===== src/rtl/pll_lock_monitor_pkg.sv =====
// Shared types for the PLL lock monitor: per-channel FSM states and error codes.
package pll_mon_pkg;

    typedef enum logic [1:0] {
        ST_IDLE      = 2'b00,
        ST_WAIT_LOCK = 2'b01,
        ST_LOCKED    = 2'b10,
        ST_FAIL      = 2'b11
    } ch_state_e;

    localparam logic [1:0] ERR_NONE    = 2'b00;
    localparam logic [1:0] ERR_TIMEOUT = 2'b01;
    localparam logic [1:0] ERR_LOST    = 2'b10;
    localparam logic [1:0] ERR_GLITCH  = 2'b11;

endpackage


===== src/rtl/pll_lock_monitor_ch.sv =====
// One monitored PLL: lock synchroniser, acquisition timer, hold counter and FSM.
//
//   state        | meaning
//   -------------+------------------------------------------------------
//   ST_IDLE      | after reset, waiting for the first start
//   ST_WAIT_LOCK | timer running, waiting for synchronised lock
//   ST_LOCKED    | lock seen, hold counter qualifying its stability
//   ST_FAIL      | terminal until next start; err_code says why
module pll_lock_mon_ch
    import pll_mon_pkg::*;
#(
    parameter int SYNC_STAGES = 3,
    parameter int TIMEOUT_CYC = 1000,
    parameter int MIN_HOLD    = 16,
    parameter int TW          = 10
) (
    input  logic          clk_tb,
    input  logic          rst_n,
    input  logic          pll_lock,
    input  logic          start,
    output logic          locked,
    output logic          failed,
    output logic          fail_evt,
    output logic [1:0]    err_code,
    output logic [TW-1:0] lock_cyc
);

    localparam int HW = $clog2(MIN_HOLD + 1);

    logic [SYNC_STAGES-1:0] sync_q;
    logic                   lock_s;

    ch_state_e     state_q, state_d;
    logic [TW-1:0] timer_q, timer_d;
    logic [HW-1:0] hold_q, hold_d;
    logic [TW-1:0] lock_cyc_q, lock_cyc_d;
    logic [1:0]    err_q, err_d;

    always_ff @(posedge clk_tb or negedge rst_n) begin
        if (!rst_n) begin
            sync_q <= '0;
        end else begin
            sync_q <= {sync_q[SYNC_STAGES-2:0], pll_lock};
        end
    end

    assign lock_s = sync_q[SYNC_STAGES-1];

    always_ff @(posedge clk_tb or negedge rst_n) begin
        if (!rst_n) begin
            state_q    <= ST_IDLE;
            timer_q    <= '0;
            hold_q     <= '0;
            lock_cyc_q <= '0;
            err_q      <= ERR_NONE;
        end else begin
            state_q    <= state_d;
            timer_q    <= timer_d;
            hold_q     <= hold_d;
            lock_cyc_q <= lock_cyc_d;
            err_q      <= err_d;
        end
    end

    always_comb begin
        state_d    = state_q;
        timer_d    = timer_q;
        hold_d     = hold_q;
        lock_cyc_d = lock_cyc_q;
        err_d      = err_q;
        if (start) begin
            state_d    = ST_WAIT_LOCK;
            timer_d    = '0;
            hold_d     = '0;
            lock_cyc_d = '0;
            err_d      = ERR_NONE;
        end else begin
            case (state_q)
                ST_WAIT_LOCK: begin
                    // lock takes priority over a timeout landing on the same cycle
                    if (lock_s) begin
                        state_d    = ST_LOCKED;
                        lock_cyc_d = timer_q;
                        hold_d     = '0;
                    end else if (timer_q == TW'(TIMEOUT_CYC - 1)) begin
                        state_d = ST_FAIL;
                        err_d   = ERR_TIMEOUT;
                    end else begin
                        timer_d = timer_q + TW'(1);
                    end
                end
                ST_LOCKED: begin
                    if (!lock_s) begin
                        state_d = ST_FAIL;
                        err_d   = (hold_q < HW'(MIN_HOLD)) ? ERR_GLITCH : ERR_LOST;
                    end else if (hold_q < HW'(MIN_HOLD)) begin
                        hold_d = hold_q + HW'(1);
                    end
                end
                default: ;
            endcase
        end
    end

    assign fail_evt = (state_d == ST_FAIL) && (state_q != ST_FAIL);
    assign locked   = (state_q == ST_LOCKED);
    assign failed   = (state_q == ST_FAIL);
    assign err_code = err_q;
    assign lock_cyc = lock_cyc_q;

endmodule


===== src/rtl/pll_lock_monitor.sv =====
// Multi-channel PLL lock supervisor: per-channel monitors plus shared
// saturating failure counter and registered done/pass summary.
module pll_lock_monitor
    import pll_mon_pkg::*;
#(
    parameter int NUM_CH      = 4,
    parameter int SYNC_STAGES = 3,
    parameter int TIMEOUT_CYC = 1000,
    parameter int MIN_HOLD    = 16,
    parameter int CNT_W       = 3,
    localparam int TW         = $clog2(TIMEOUT_CYC + 1)
) (
    input  logic                 clk_tb,
    input  logic                 rst_n,
    input  logic [NUM_CH-1:0]    pll_lock,
    input  logic                 start,
    input  logic                 clr,
    output logic [NUM_CH-1:0]    ch_locked,
    output logic [2*NUM_CH-1:0]  ch_err,
    output logic [TW*NUM_CH-1:0] lock_cyc,
    output logic [CNT_W-1:0]     err_cnt,
    output logic                 done,
    output logic                 pass
);

    localparam int PW = $clog2(NUM_CH + 1);
    localparam int SW = ((CNT_W > PW) ? CNT_W : PW) + 1;

    logic [NUM_CH-1:0] ch_fail;
    logic [NUM_CH-1:0] fail_evt;
    logic [PW-1:0]     n_evt;
    logic [SW-1:0]     cnt_sum;
    logic [CNT_W-1:0]  err_cnt_d;
    logic              all_settled;

    for (genvar g = 0; g < NUM_CH; g++) begin : g_ch
        pll_lock_mon_ch #(
            .SYNC_STAGES (SYNC_STAGES),
            .TIMEOUT_CYC (TIMEOUT_CYC),
            .MIN_HOLD    (MIN_HOLD),
            .TW          (TW)
        ) u_ch (
            .clk_tb   (clk_tb),
            .rst_n    (rst_n),
            .pll_lock (pll_lock[g]),
            .start    (start),
            .locked   (ch_locked[g]),
            .failed   (ch_fail[g]),
            .fail_evt (fail_evt[g]),
            .err_code (ch_err[2*g +: 2]),
            .lock_cyc (lock_cyc[TW*g +: TW])
        );
    end

    always_comb begin
        n_evt = '0;
        for (int i = 0; i < NUM_CH; i++) begin
            n_evt = n_evt + PW'(fail_evt[i]);
        end
    end

    // clr applies before this cycle's FAIL entries are added
    always_comb begin
        cnt_sum   = (clr ? '0 : SW'(err_cnt)) + SW'(n_evt);
        err_cnt_d = (cnt_sum > SW'({CNT_W{1'b1}})) ? {CNT_W{1'b1}} : cnt_sum[CNT_W-1:0];
    end

    assign all_settled = &(ch_locked | ch_fail);

    always_ff @(posedge clk_tb or negedge rst_n) begin
        if (!rst_n) begin
            err_cnt <= '0;
            done    <= 1'b0;
            pass    <= 1'b0;
        end else begin
            err_cnt <= err_cnt_d;
            done    <= all_settled;
            pass    <= all_settled && !(|ch_fail);
        end
    end

endmodule


===== config.mk =====
export PLATFORM = sky130hd
export DESIGN_NAME = pll_lock_monitor
export DESIGN_NICKNAME = d
export VERILOG_FILES = /design/src/rtl/pll_lock_monitor_pkg.sv /design/src/rtl/pll_lock_monitor_ch.sv /design/src/rtl/pll_lock_monitor.sv
export SDC_FILE = /design/constraint.sdc
export NUM_CORES = 1
export LEC_CHECK = 0
export CAP_MARGIN = 20
export CELL_PAD_IN_SITES_DETAIL_PLACEMENT = 2
export CELL_PAD_IN_SITES_GLOBAL_PLACEMENT = 2
export CORE_UTILIZATION = 39
export DETAILED_ROUTE_END_ITERATION = 10
export PLACE_DENSITY = 0.9
export RECOVER_POWER = 100
export SLEW_MARGIN = 5
export SYNTH_ARGS = -nofsm -noshare
export SYNTH_HDL_FRONTEND = slang
export SYNTH_SLANG_ARGS = --single-unit

===== constraint.sdc =====
create_clock -name clk_tb -period 8.2 [get_ports clk_tb]
set_input_delay 0.82 -clock clk_tb [delete_from_list [all_inputs] [get_ports clk_tb]]
set_output_delay 0.82 -clock clk_tb [all_outputs]
set_load 0.01 [all_outputs]

## Word-level counts from Yosys, hierarchy flattened

Cells that the tools add are included.

| cells by class | value |
|---|---|
| add/sub/neg operators | 12 |
| multiply operators | 0 |
| div/mod/pow operators | 0 |
| order comparisons | 5 |
| equality and inequality tests | 56 |
| shifts and indexed selects | 0 |
| multiplexer cells | 94 |
| bitwise gates (word level) | 1 |
| reduce and logical (&&, ||, !) cells | 36 |

Operators with widths:

| operator | number |
|---|---|
| 10-bit two-way mux | 28 |
| 5-bit two-way mux | 16 |
| 2-bit two-way mux | 32 |
| 3-bit inequality test, second input constant | 16 |
| 10-bit by 1-bit adder with 10-bit output, second input constant | 4 |
| 10-bit equality test, second input constant | 4 |
| 5-bit case mux with 2 select lines | 4 |
| 4-bit AND reduction | 9 |
| 2-bit case mux with 2 select lines | 8 |
| 2-bit equality test, second input constant | 12 |
| 2-bit inequality test, second input constant | 12 |
| 3-bit by 2-bit inequality test with 1-bit output, second input constant | 8 |
| 5-bit by 1-bit adder with 5-bit output, second input constant | 4 |
| 5-bit < comparator, second input constant | 4 |
| 2-bit nonzero test | 8 |
| 3-bit AND reduction | 4 |
| 3-bit nonzero test | 4 |
| 2-bit by 1-bit equality test with 1-bit output, second input constant | 4 |
| 2-bit AND reduction | 4 |
| 3-bit two-way mux | 2 |
| 1-bit logical AND | 5 |
| 3-bit by 3-bit adder with 4-bit output | 1 |
| 4-bit by 3-bit > comparator with 1-bit output, second input constant | 1 |
| 1-bit two-way mux | 4 |
| other kinds (6) | 6 |

| storage, ports and cells | value |
|---|---|
| bits in registers | 133 |
| latch bits | 0 |
| RAM bits | 0 |
| ROM bits | 0 |
| input port bits | 8 |
| output and inout port bits | 57 |
| word-level logic and storage cells | 231 |
| memories kept | 0 |

## Longest topological paths before layout

Gate-level depths: netlist (run 1).

| logic depth | value |
|---|---|
| depth in word-level cells | 13 |
| gate-level depth with buffers | 12 |
| gate-level depth less buffers | 11 |

## By module

Synthesis (run 1) repeated with hierarchy kept, for this count alone.

| unflattened totals | value |
|---|---|
| cells, all modules | 692 |
| area, all modules | 6720.2 sq um |

By module, submodules not included:

| module | instances | cells an instance | area an instance (sq um) | seq. area each (sq um) |
|---|---|---|---|---|
| pll_lock_mon_ch (g_ch[1].u_ch ...) | 3 | 166 | 1601.5 | 800.8 |
| pll_lock_mon_ch (g_ch[0].u_ch) | 1 | 167 | 1611.5 | 800.8 |
| pll_lock_monitor | 1 | 27 | 304.0 | 125.1 |

## Worst setup path after synthesis (run 1)

OpenSTA, ideal clock, no wires.

| path | value |
|---|---|
| path kind | input to register |
| from | input port start |
| to | register err_cnt[1] |
| setup time | 0.127 ns |
| data arrival time | 3.393 ns |
| data required time | 8.073 ns |
| path slack | 4.679 ns |
| stages | 8 |
| buffers on the path | 1 |
| cell sequence | clkbuf_1 -> nor3_1 -> o21ai_0 -> nor4b_1 -> fa_1 -> fa_1 -> fa_1 -> or2_2 |

| between the ends | value |
|---|---|
| word-level cells in the longest chain between the ends | 9 |
| elaborated cells on any way between the ends | 18 |
| classes of those cells | add/sub: 4; order compare: 1; eq/ne: 4; mux: 5; reduce/logical: 4 |

Ends and longest elaborated chain:

| item | RTL line | source |
|---|---|---|
| start, declared | pll_lock_monitor.sv:16 | `input logic start,` |
| 2-bit two-way mux | pll_lock_monitor_ch.sv:71 | `if (start) begin` |
| 2-bit equality test | pll_lock_monitor_ch.sv:105 | `assign fail_evt = (state_d == ST_FAIL) && (state_q != ST_FAIL);` |
| 1-bit logical AND | pll_lock_monitor_ch.sv:105 |  |
| 1-bit by 1-bit adder with 2-bit output | pll_lock_monitor.sv:58 | `n_evt = n_evt + PW'(fail_evt[i]);` |
| 2-bit by 1-bit adder with 3-bit output | pll_lock_monitor.sv:58 |  |
| 3-bit by 1-bit adder with 3-bit output * | pll_lock_monitor.sv:58 |  |
| 3-bit by 3-bit adder with 4-bit output * | pll_lock_monitor.sv:64 | `cnt_sum = (clr ? '0 : SW'(err_cnt)) + SW'(n_evt);` |
| 4-bit by 3-bit > comparator with 1-bit output | pll_lock_monitor.sv:65 | `err_cnt_d = (cnt_sum > SW'({CNT_W{1'b1}})) ? {CNT_W{1'b1}} : cnt_sum[CNT_W-1:0];` |
| 3-bit two-way mux * | pll_lock_monitor.sv:65 |  |
| named net err_cnt_d[1] | pll_lock_monitor.sv:33 | `logic [CNT_W-1:0] err_cnt_d;` |
| end signal, assigned | pll_lock_monitor.sv:76 | `err_cnt <= err_cnt_d;` |
| end, declared | pll_lock_monitor.sv:21 | `output logic [CNT_W-1:0] err_cnt,` |

Mark *: on every way through the listed nets, which the timed path passes. The rest lies on a longest branch.
A chain may end at the register's enable or synchronous reset.

## Worst setup path in the final report (run 1)

Ends and elaborated chain as after synthesis.

==> flow_metrics.env, run 1 <==
export IMPL_cts_htree_levels=4
export IMPL_io_pins=65
export IMPL_holdCritPathClass="flop to flop"
export IMPL_syn_area_per_cell_sq_um=9.609
export IMPL_avgViaCountPerCell=5.592
export IMPL_worstRegToRegCells=10
export IMPL_p_leak_nw=3.514
export IMPL_vdd_drop_max_v=0.0001968
export IMPL_timing_fmax_mhz=192.0
export IMPL_synth_most_common_cell="dfrtp_1"
export IMPL_grt_max_degree=73
export IMPL_status="finished, violations left"
export IMPL_synth_largest_area_cell="dfrtp_1"
export IMPL_port_buffers=64
export IMPL_ctsResizeCount=0
export IMPL_tritoncts="built"
export IMPL_clkLatencyLatePin_ns=0.44
export IMPL_clk_pin_slew_worst_paths_ns=0.06
export IMPL_synth_common_cells="dfrtp_1 (133), nand2_1 (109), a21oi_1 (70), nor2_1 (53), clkbuf_1 (33)"
export IMPL_path_class="primary input to flop"
export IMPL_core_rowCount=47
export IMPL_drv_slew=114
export IMPL_startpoint_type="primary input"
export IMPL_violations="max-capacitance violations, max-slew violations"
export IMPL_grt_usage=0.2466
export IMPL_timing_setup_tns_ns=0
export IMPL_die_area_sq_um=17380
export IMPL_hpwl_microns=12540
export IMPL_drtAntennaViolNets=0
export IMPL_fin_crit_sh=0.6351
export IMPL_total_power_mw=2.164
export IMPL_drive_gt1_frac=0.06191
export IMPL_initial_utilization=0.3977
export IMPL_critPathArrivalTime_ns=5.52
export IMPL_hold_violations=0
export IMPL_first_pass_iters=4
export IMPL_worstSetupEndpointType="flop"
export IMPL_fin_util=0.4843
export IMPL_synth_nets=720
export IMPL_worstHoldStart="g_ch[3].u_ch.sync_q[0]"
export IMPL_drt_wl_total_microns=19770
export IMPL_syn_inst=684
export IMPL_crit_fanout=67
export IMPL_gr_total_overflow=0
export IMPL_num_vias=5385
export IMPL_cts_path_max_buffers=2
export IMPL_rsz0062_at_grt="false"
export IMPL_crit_required_ns=8.52
export IMPL_ys_ff_latch=133
export IMPL_rrSetupSlack_ns=4.34
export IMPL_yosysWarnings=0
export IMPL_synth_edf_count=0
export IMPL_slew_limit_headroom=-1.653
export IMPL_grt_pass1_wl_microns=33550
export IMPL_crit_start="start"
export IMPL_nets=766
export IMPL_worstMarginPinSlew_ns=3.980
export IMPL_layoutNonFillerInstCount=963
export IMPL_synth_top_area_share=0.5064
export IMPL_core_area_sq_um=16520
export IMPL_hold_end="g_ch[3].u_ch.sync_q[1]"
export IMPL_clock_sinks=133
export IMPL_syn2layout_area_growth_pct=21.76
export IMPL_post_cts_buffers=0
export IMPL_synth_area_sq_um=6573
export IMPL_die_w_microns=131.8
export IMPL_grt_pass1_vias=6156
export IMPL_cts_buffers=17
export IMPL_fin_skew_ns=0.007565
export IMPL_finalSetupViolCount=0
export IMPL_hold_buffers=0
export IMPL_min_path_cells=0
export IMPL_layout_min_cycle_time_ns=5.208
export IMPL_cap_violations=2
export IMPL_timing_rr_end="err_cnt[1]"
export IMPL_r2r_start="g_ch[0].u_ch.state_q[1]"
export IMPL_dp_cells=931
export IMPL_powerDensity_nw_per_um2=270.4
export IMPL_clockRootBuffer="clkbuf_16"
export IMPL_avgRoutedWirePerCell_microns=20.53
export IMPL_async_reset_ff_frac=1.000
export IMPL_diodes=0
export IMPL_seq_area_frac_synth=0.5064
export IMPL_die_y_microns=131.8
export IMPL_globalplace_congestion=0.7694
export IMPL_drc=0
export IMPL_antenna_found_initial=0
export IMPL_ys_top_cells_by_area="dfrtp_1 (51%), nand2_1 (6.2%), a21oi_1 (5.3%)"
export IMPL_yosysUniqueCellTypes=68
export IMPL_ys_flop_type="dfrtp_1"
export IMPL_drt_iter0_markers=224
[worst max-delay path by stage]
stage	cells after the start	to
2_1_floorplan	8	err_cnt[1]
3_3_place_gp	9	err_cnt[1]
3_5_place_dp	9	err_cnt[1]
4_1_cts	9	err_cnt[1]
5_1_grt	9	err_cnt[1]
6_report	9	err_cnt[1]
[placed cells by master (no fill, tap or decap), types with 9 or more instances in the layout]
cell type / Yosys / routed
o21ai_0: 21 / 21
or3_1: 9 / 9
dfrtp_1: 133 / 133
nor2b_1: 10 / 10
a21oi_1: 70 / 70
clkbuf_16: 0 / 17
xnor2_1: 14 / 14
inv_1: 23 / 23
nor2_1: 53 / 53
nand2_1: 109 / 109
xor2_1: 18 / 18
nand3_1: 18 / 18
nand4_1: 13 / 13
nor3_1: 17 / 17
dlygate4sd3_1: 0 / 61
ha_1: 25 / 25
[flip-flops by register name, indices dropped and copies added (netlist names)]
| signal | count |
|---|---|
| done | 1 |
| g_ch.u_ch.lock_cyc | 40 |
| g_ch.u_ch.hold_q | 20 |
| g_ch.u_ch.timer_q | 40 |
| g_ch.u_ch.state_q | 8 |
| g_ch.u_ch.err_code | 8 |
| pass | 1 |
| g_ch.u_ch.sync_q | 12 |
| err_cnt | 3 |
[stage by stage]
step | setup WS (ns) | hold slack, ns | instance area, sq um
5_1_grt | 2.593 | 0.3573 | 8003
4_1_cts | 4.001 | 0.3499 | 8023
3_5_place_dp | 3.594 | 0.3364 | 7332
2_1_floorplan | 4.679 | 0.3312 | 6573
6_report | 2.992 | 0.3459 | 8003
3_3_place_gp | 3.726 | 0.3313 | 7332
[layer usage]
metal	up-vias	GRT usage	share of wire
li1	2458	-	-
met1	2799	0.2923	0.41
met2	97	0.4412	0.53
met3	31	0.04421	0.029
met4	0	0.09884	0.022
met5	-	0	0
[layout make-up]
class,instances,area [sq um]
Clock buffer,20,466.7
Sequential cell,133,3328
Tap cell,220,275.3
Multi-Input combinational cell,489,2979
Inverter,23,86.33
Clock inverter,12,224.0
Fill cell,1709,8522
Timing Repair Buffer,66,643.1
[logic make-up (layout without fill, tap and decap cells)]
family,after synthesis,in the layout,synth area share
compound gates,137,137,0.1270
flops,133,133,0.5064
xor+xnor,32,32,0.04264
mux,8,8,0.01275
fa+ha+maj,28,28,0.05673
simple gates,284,284,0.2155
buf+inv,62,121,0.03902
[where the power goes]
group | switching [mW] | leakage (nW) | internal, mW
Clock | 0.298 | 0.324 | 0.594
Sequential | 0.0632 | 1.81 | 0.703
Combinational | 0.327 | 1.38 | 0.179
[worst max-delay path, cell delays in order]
cell and delay, ns:
clkbuf_1 1.30, buf_4 0.77, nor3_1 0.18, o21ai_0 0.18, nor4b_1 0.42, fa_1 0.51, fa_1 0.49, fa_1 0.50
or2_2 0.30
No activity file was read; power rests on OpenSTA's default activity.
==> inputs of run 2 (changes only) <==
- CORE_UTILIZATION: 39 -> 36
- PLACE_DENSITY: 0.9 -> 0.84
- clock period: 8.2 -> 5.08 ns (I/O delays scaled with it)
==> run 2 against run 1 <==
Compared with the run above: the flow still finishes with violations (max-capacitance violations, max-slew violations); global-route usage down 2.9 points; flip-flop and latch count unchanged; final area increased by 0.17%; combinational power grew 56%; routed wire length fell by 5.0%; critical path depth fell by 1; largest power group unchanged.
==> flow_metrics.env, run 2 (synthesis results as in run 1) <==
export IMPL_cts_path_max_buffers=2
export IMPL_globalplace_congestion=0.7822
export IMPL_diodes=0
export IMPL_final_common_cell="dfrtp_1"
export IMPL_powerDensity_nw_per_um2=434.8
export IMPL_port_buffers=64
export IMPL_clock_sinks=133
export IMPL_place_area_sq_um=7343
export IMPL_core_area_sq_um=17900
export IMPL_grt_max_degree=99
export IMPL_cts_htree_levels=4
export IMPL_drt_wl_total_microns=18790
export IMPL_avgViaCountPerCell=5.481
export IMPL_vdd_drop_max_v=0.0002697
export IMPL_hold_buffers=0
export IMPL_fin_ws_ns=0.8452
export IMPL_r2r_start="g_ch[2].u_ch.timer_q[3]"
export IMPL_min_path_cells=0
export IMPL_grt_usage=0.2181
export IMPL_rsz0062_at_grt="false"
export IMPL_num_vias=5328
export IMPL_drtAntennaViolNets=0
export IMPL_cp_common_cell="fa_1"
export IMPL_worstHoldStart="g_ch[3].u_ch.sync_q[0]"
export IMPL_drc=0
export IMPL_syn2layout_area_growth_pct=21.97
export IMPL_grt_pass1_vias=5965
export IMPL_timing_rr_end="err_cnt[2]"
export IMPL_hold_violations=0
export IMPL_critPathArrivalTime_ns=4.54
export IMPL_ctsResizeCount=0
export IMPL_drt_iter0_markers=206
export IMPL_cap_violations=3
export IMPL_crit_fanout=37
export IMPL_path_class="primary input to flop"
export IMPL_layout_min_cycle_time_ns=4.235
export IMPL_fin_crit_sh=0.8336
export IMPL_post_cts_buffers=0
export IMPL_cts_buffers=17
export IMPL_crit_required_ns=5.39
export IMPL_fillerInstances=1901
export IMPL_die_area_sq_um=18800
export IMPL_slew_limit_headroom=-0.6631
export IMPL_avgRoutedWirePerCell_microns=19.33
export IMPL_final_area_sq_um=8016
export IMPL_status="finished, violations left"
export IMPL_hold_end="g_ch[3].u_ch.sync_q[1]"
export IMPL_clkLatencyLatePin_ns=0.43
export IMPL_crit_path_max_incr_delay_ns=1.28
export IMPL_holdCritPathClass="flop to flop"
export IMPL_gr_total_overflow=0
export IMPL_finalSetupViolCount=0
export IMPL_clockRootBuffer="clkbuf_16"
export IMPL_worstSetupEndpointType="flop"
export IMPL_violations="max-capacitance violations, max-slew violations"
export IMPL_drv_slew=174
export IMPL_first_pass_iters=4
export IMPL_fin_util=0.4478
export IMPL_pre_cts_ws_ns=1.366
export IMPL_timing_fmax_mhz=236.1
export IMPL_hpwl_microns=12320
export IMPL_core_rowCount=49
export IMPL_nets=766
export IMPL_rrSetupSlack_ns=1.27
export IMPL_tritoncts="built"
export IMPL_antenna_found_initial=0
export IMPL_fin_skew_ns=0.006686
export IMPL_drive_gt1_frac=0.06057
export IMPL_worstRegToRegCells=8
export IMPL_startpoint_type="primary input"
export IMPL_clk_pin_slew_worst_paths_ns=0.06
export IMPL_cp_slowest_cell="clkbuf_1"
export IMPL_cp_cell_sequence="clkbuf_1, nor3_1, o21ai_0, nor4b_1, fa_1, fa_1, fa_1, mux2_2"
export IMPL_die_y_microns=137.1
export IMPL_worstMarginPinSlew_ns=2.495
export IMPL_layout_common_cells="dfrtp_1 (133), nand2_1 (109), a21oi_1 (70)"
export IMPL_initial_utilization=0.3671
export IMPL_grt_pass1_wl_microns=31300
export IMPL_die_w_microns=137.1
export IMPL_p_leak_nw=3.521
export IMPL_timing_setup_tns_ns=0
export IMPL_io_pins=65
run 2: layout make-up:
type | instances | area, sq um | area share
sequential | 133 | 3328 | 0.4152
multi-input combinational | 489 | 2979 | 0.3716
timing repair buffer | 66 | 640.6 | 0.07991
clock buffer | 19 | 442.9 | 0.05525
tap | 229 | 286.5 | 0.03574
clock inverter | 13 | 252.7 | 0.03153
inverter | 23 | 86.33 | 0.01077
run 2: routing by layer:
| layer | vias up | track usage | wire [microns] |
|---|---|---|---|
| li1 | 2460 | - | - |
| met1 | 2771 | 0.2593 | 8027 |
| met2 | 73 | 0.3911 | 9980 |
| met3 | 24 | 0.04074 | 453 |
| met4 | 0 | 0.07570 | 327 |
| met5 | - | 0 | 0 |
run 2: power by group:
group          internal, mW  leakage (nW)  switching (mW)
Sequential             1.14          1.81          0.0928
Combinational         0.287          1.38           0.504
Clock                 0.982         0.333           0.484
run 2: how the worst max path moves through the flow:
stage / cells past startpoint / slack (ns) / to / from
floorplan: 11 / 1.62 / err_cnt[1] / g_ch[0].u_ch.state_q[1]
global placement: 10 / 1.52 / err_cnt[1] / g_ch[0].u_ch.state_q[1]
detailed placement: 8 / 1.37 / err_cnt[1] / g_ch[2].u_ch.timer_q[3]
CTS: 8 / 1.26 / err_cnt[2] / g_ch[2].u_ch.timer_q[3]
global route: 8 / 0.59 / err_cnt[1] / start
finish: 8 / 0.85 / err_cnt[2] / start
run 2: through the flow:
step / std cells / hold slack [ns] / total power, mW
final: 972 / 0.3458 / 3.485
after global routing: 972 / 0.3651 / 3.658
after CTS: 972 / 0.2191 / 3.547
after detailed placement: 940 / 0.3358 / 2.054
after global placement: 940 / 0.3341 / 1.977
after floorplan: 684 / 0.2124 / 1.790
run 2: critical path, delay by kind of cell:
family                   cells  cell delay, ns
adder cells (fa/ha/maj)      3            1.47
AO/OA/AOI/OAI                1            0.29
AND/OR/NAND/NOR              2            0.69
multiplexers                 1            0.30
buffers and inverters        1            1.28
==> patch, RTL diff (flow settings as in run 2) <==
Set the parameter `NUM_CH` to 16 (it was 4).
--- a/src/rtl/pll_lock_monitor.sv
+++ b/src/rtl/pll_lock_monitor.sv
@@ -3,7 +3,7 @@
 module pll_lock_monitor
     import pll_mon_pkg::*;
 #(
-    parameter int NUM_CH      = 4,
+    parameter int NUM_CH      = 16,
     parameter int SYNC_STAGES = 3,
     parameter int TIMEOUT_CYC = 1000,
     parameter int MIN_HOLD    = 16,
Ports: changed (resized ch_err, ch_locked, lock_cyc and pll_lock); port bits go from 65 to 233. The function was not compared with the original's and may differ.
==> patch against run 2 <==
The flow finishes with violations (max-capacitance violations, max-slew violations, negative setup slack); area after synthesis increased to 3.9 times the old value; critical path depth up 9; worst hold slack worse by 120 ps; via count increased to 4.1 times the old value; wire length rose to 4.6 times the old value; sequential cell count increased by 384; combinational power increased to 5.5 times the old value; first-iteration DRC count rose to 4.7 times the old value; power grew to 3.9 times the old value; design area grew to 4.0 times the old value; worst setup slack got worse by 930 ps; utilization grew 0.70 points; largest power group is now registers.
==> patch: results (changes against run 2) <==
- Deepest level of the CTS H-tree: 2 (-2)
- The wire length on met1 is 36190 um (+350%).
- All-layer global routing usage: 0.2378 (+0.01971)
- The initial detailed-routing violation count is 960 (+370%).
* Synthesized netlist net count: 2866 (+300%)
- Worst hold slack across all endpoints: 226.8 ps (-119.1 ps)
- Non-CTS inverters: 87 (+280%)
- Pin count of the biggest net entering global routing: 122 (+23%)
* Router iterations before antenna repair: 5 (+1)
- The number of max-cap violations was 1 (-2).
- Routability-driven placement congestion ratio: 0.8224 (+5.1%)
- Worst min-delay path class: input pin to flip-flop
- Clock buffers created by TritonCTS: 60 (+43)
* NumNets Final: 3175 (+310%)
- The number of endpoints failing setup at the final stage is 3 (+3).
- HPWL after detailed placement: 60600 um (+390%)
- The checks that failed: max-capacitance violations, max-slew violations, negative setup slack.
* Sequential-to-total area share from yosys stat: 0.4997 (-0.006691)
- Maximum clock skew at final layout: 14.75 ps (+8.067 ps)
* Clock latency of the later-clocked register in the worst-skew pair: 630 ps (+200 ps)
- The filler cell count in the final layout came to 7421 (+290%).
- The number of clock-tree buffers in the layout was 86 (+67).
- The post-placement setup slack came to -262.6 ps (-1629 ps).
* Result of the run: finished, violations left
* Static Leak: 13.82 nW (+290%)
* Routed WL per cell: 21.55 um (+11%)
- Max-slew violation count: 91 (-48%)
* Setup slack after layout: -89.52 ps (-934.7 ps)
* Hold-fix buffers at CTS: 1 (+1)
- Top area cells in the synthesized netlist: dfrtp_1 (50%), nand2_1 (6.6%), a21oi_1 (5.4%)
- The number of antenna violations at the first check in global routing came to 3 (+3).
- The met3 global-route usage came to 0.03530 (-0.005446).
- The proportion of cell area occupied by registers was 0.4028 (-0.01236).
* Non-clock buffer area fraction after layout: 0.1142 (+0.03430)
* Critical path peak fanout: 3 (-92%)
==> patch: worst paths after layout <==
| kind | cells past startpoint | to |
|---|---|---|
| min | 2 | g_ch[8].u_ch.state_q[1]$_DFF_PN0_ |
| max reg2reg | 17 | err_cnt[0]$_DFF_PN0_ |
| max | 17 | err_cnt[0]$_DFF_PN0_ |
| min in group asynchronous | 2 | g_ch[7].u_ch.lock_cyc[6]$_DFFE_PN0P_ |
| min reg2reg | 0 | g_ch[3].u_ch.sync_q[1]$_DFF_PN0_ |
| max in group asynchronous | 3 | g_ch[10].u_ch.lock_cyc[1]$_DFFE_PN0P_ |
==> patch: report_power, final <==
group	switching, mW	total, mW	internal (mW)	leakage (nW)
clock network	1.79	4.46	2.67	0.974
registers	0.328	4.74	4.42	7.03
logic	2.64	4.39	1.74	5.82
total	4.76	13.6	8.83	13.8
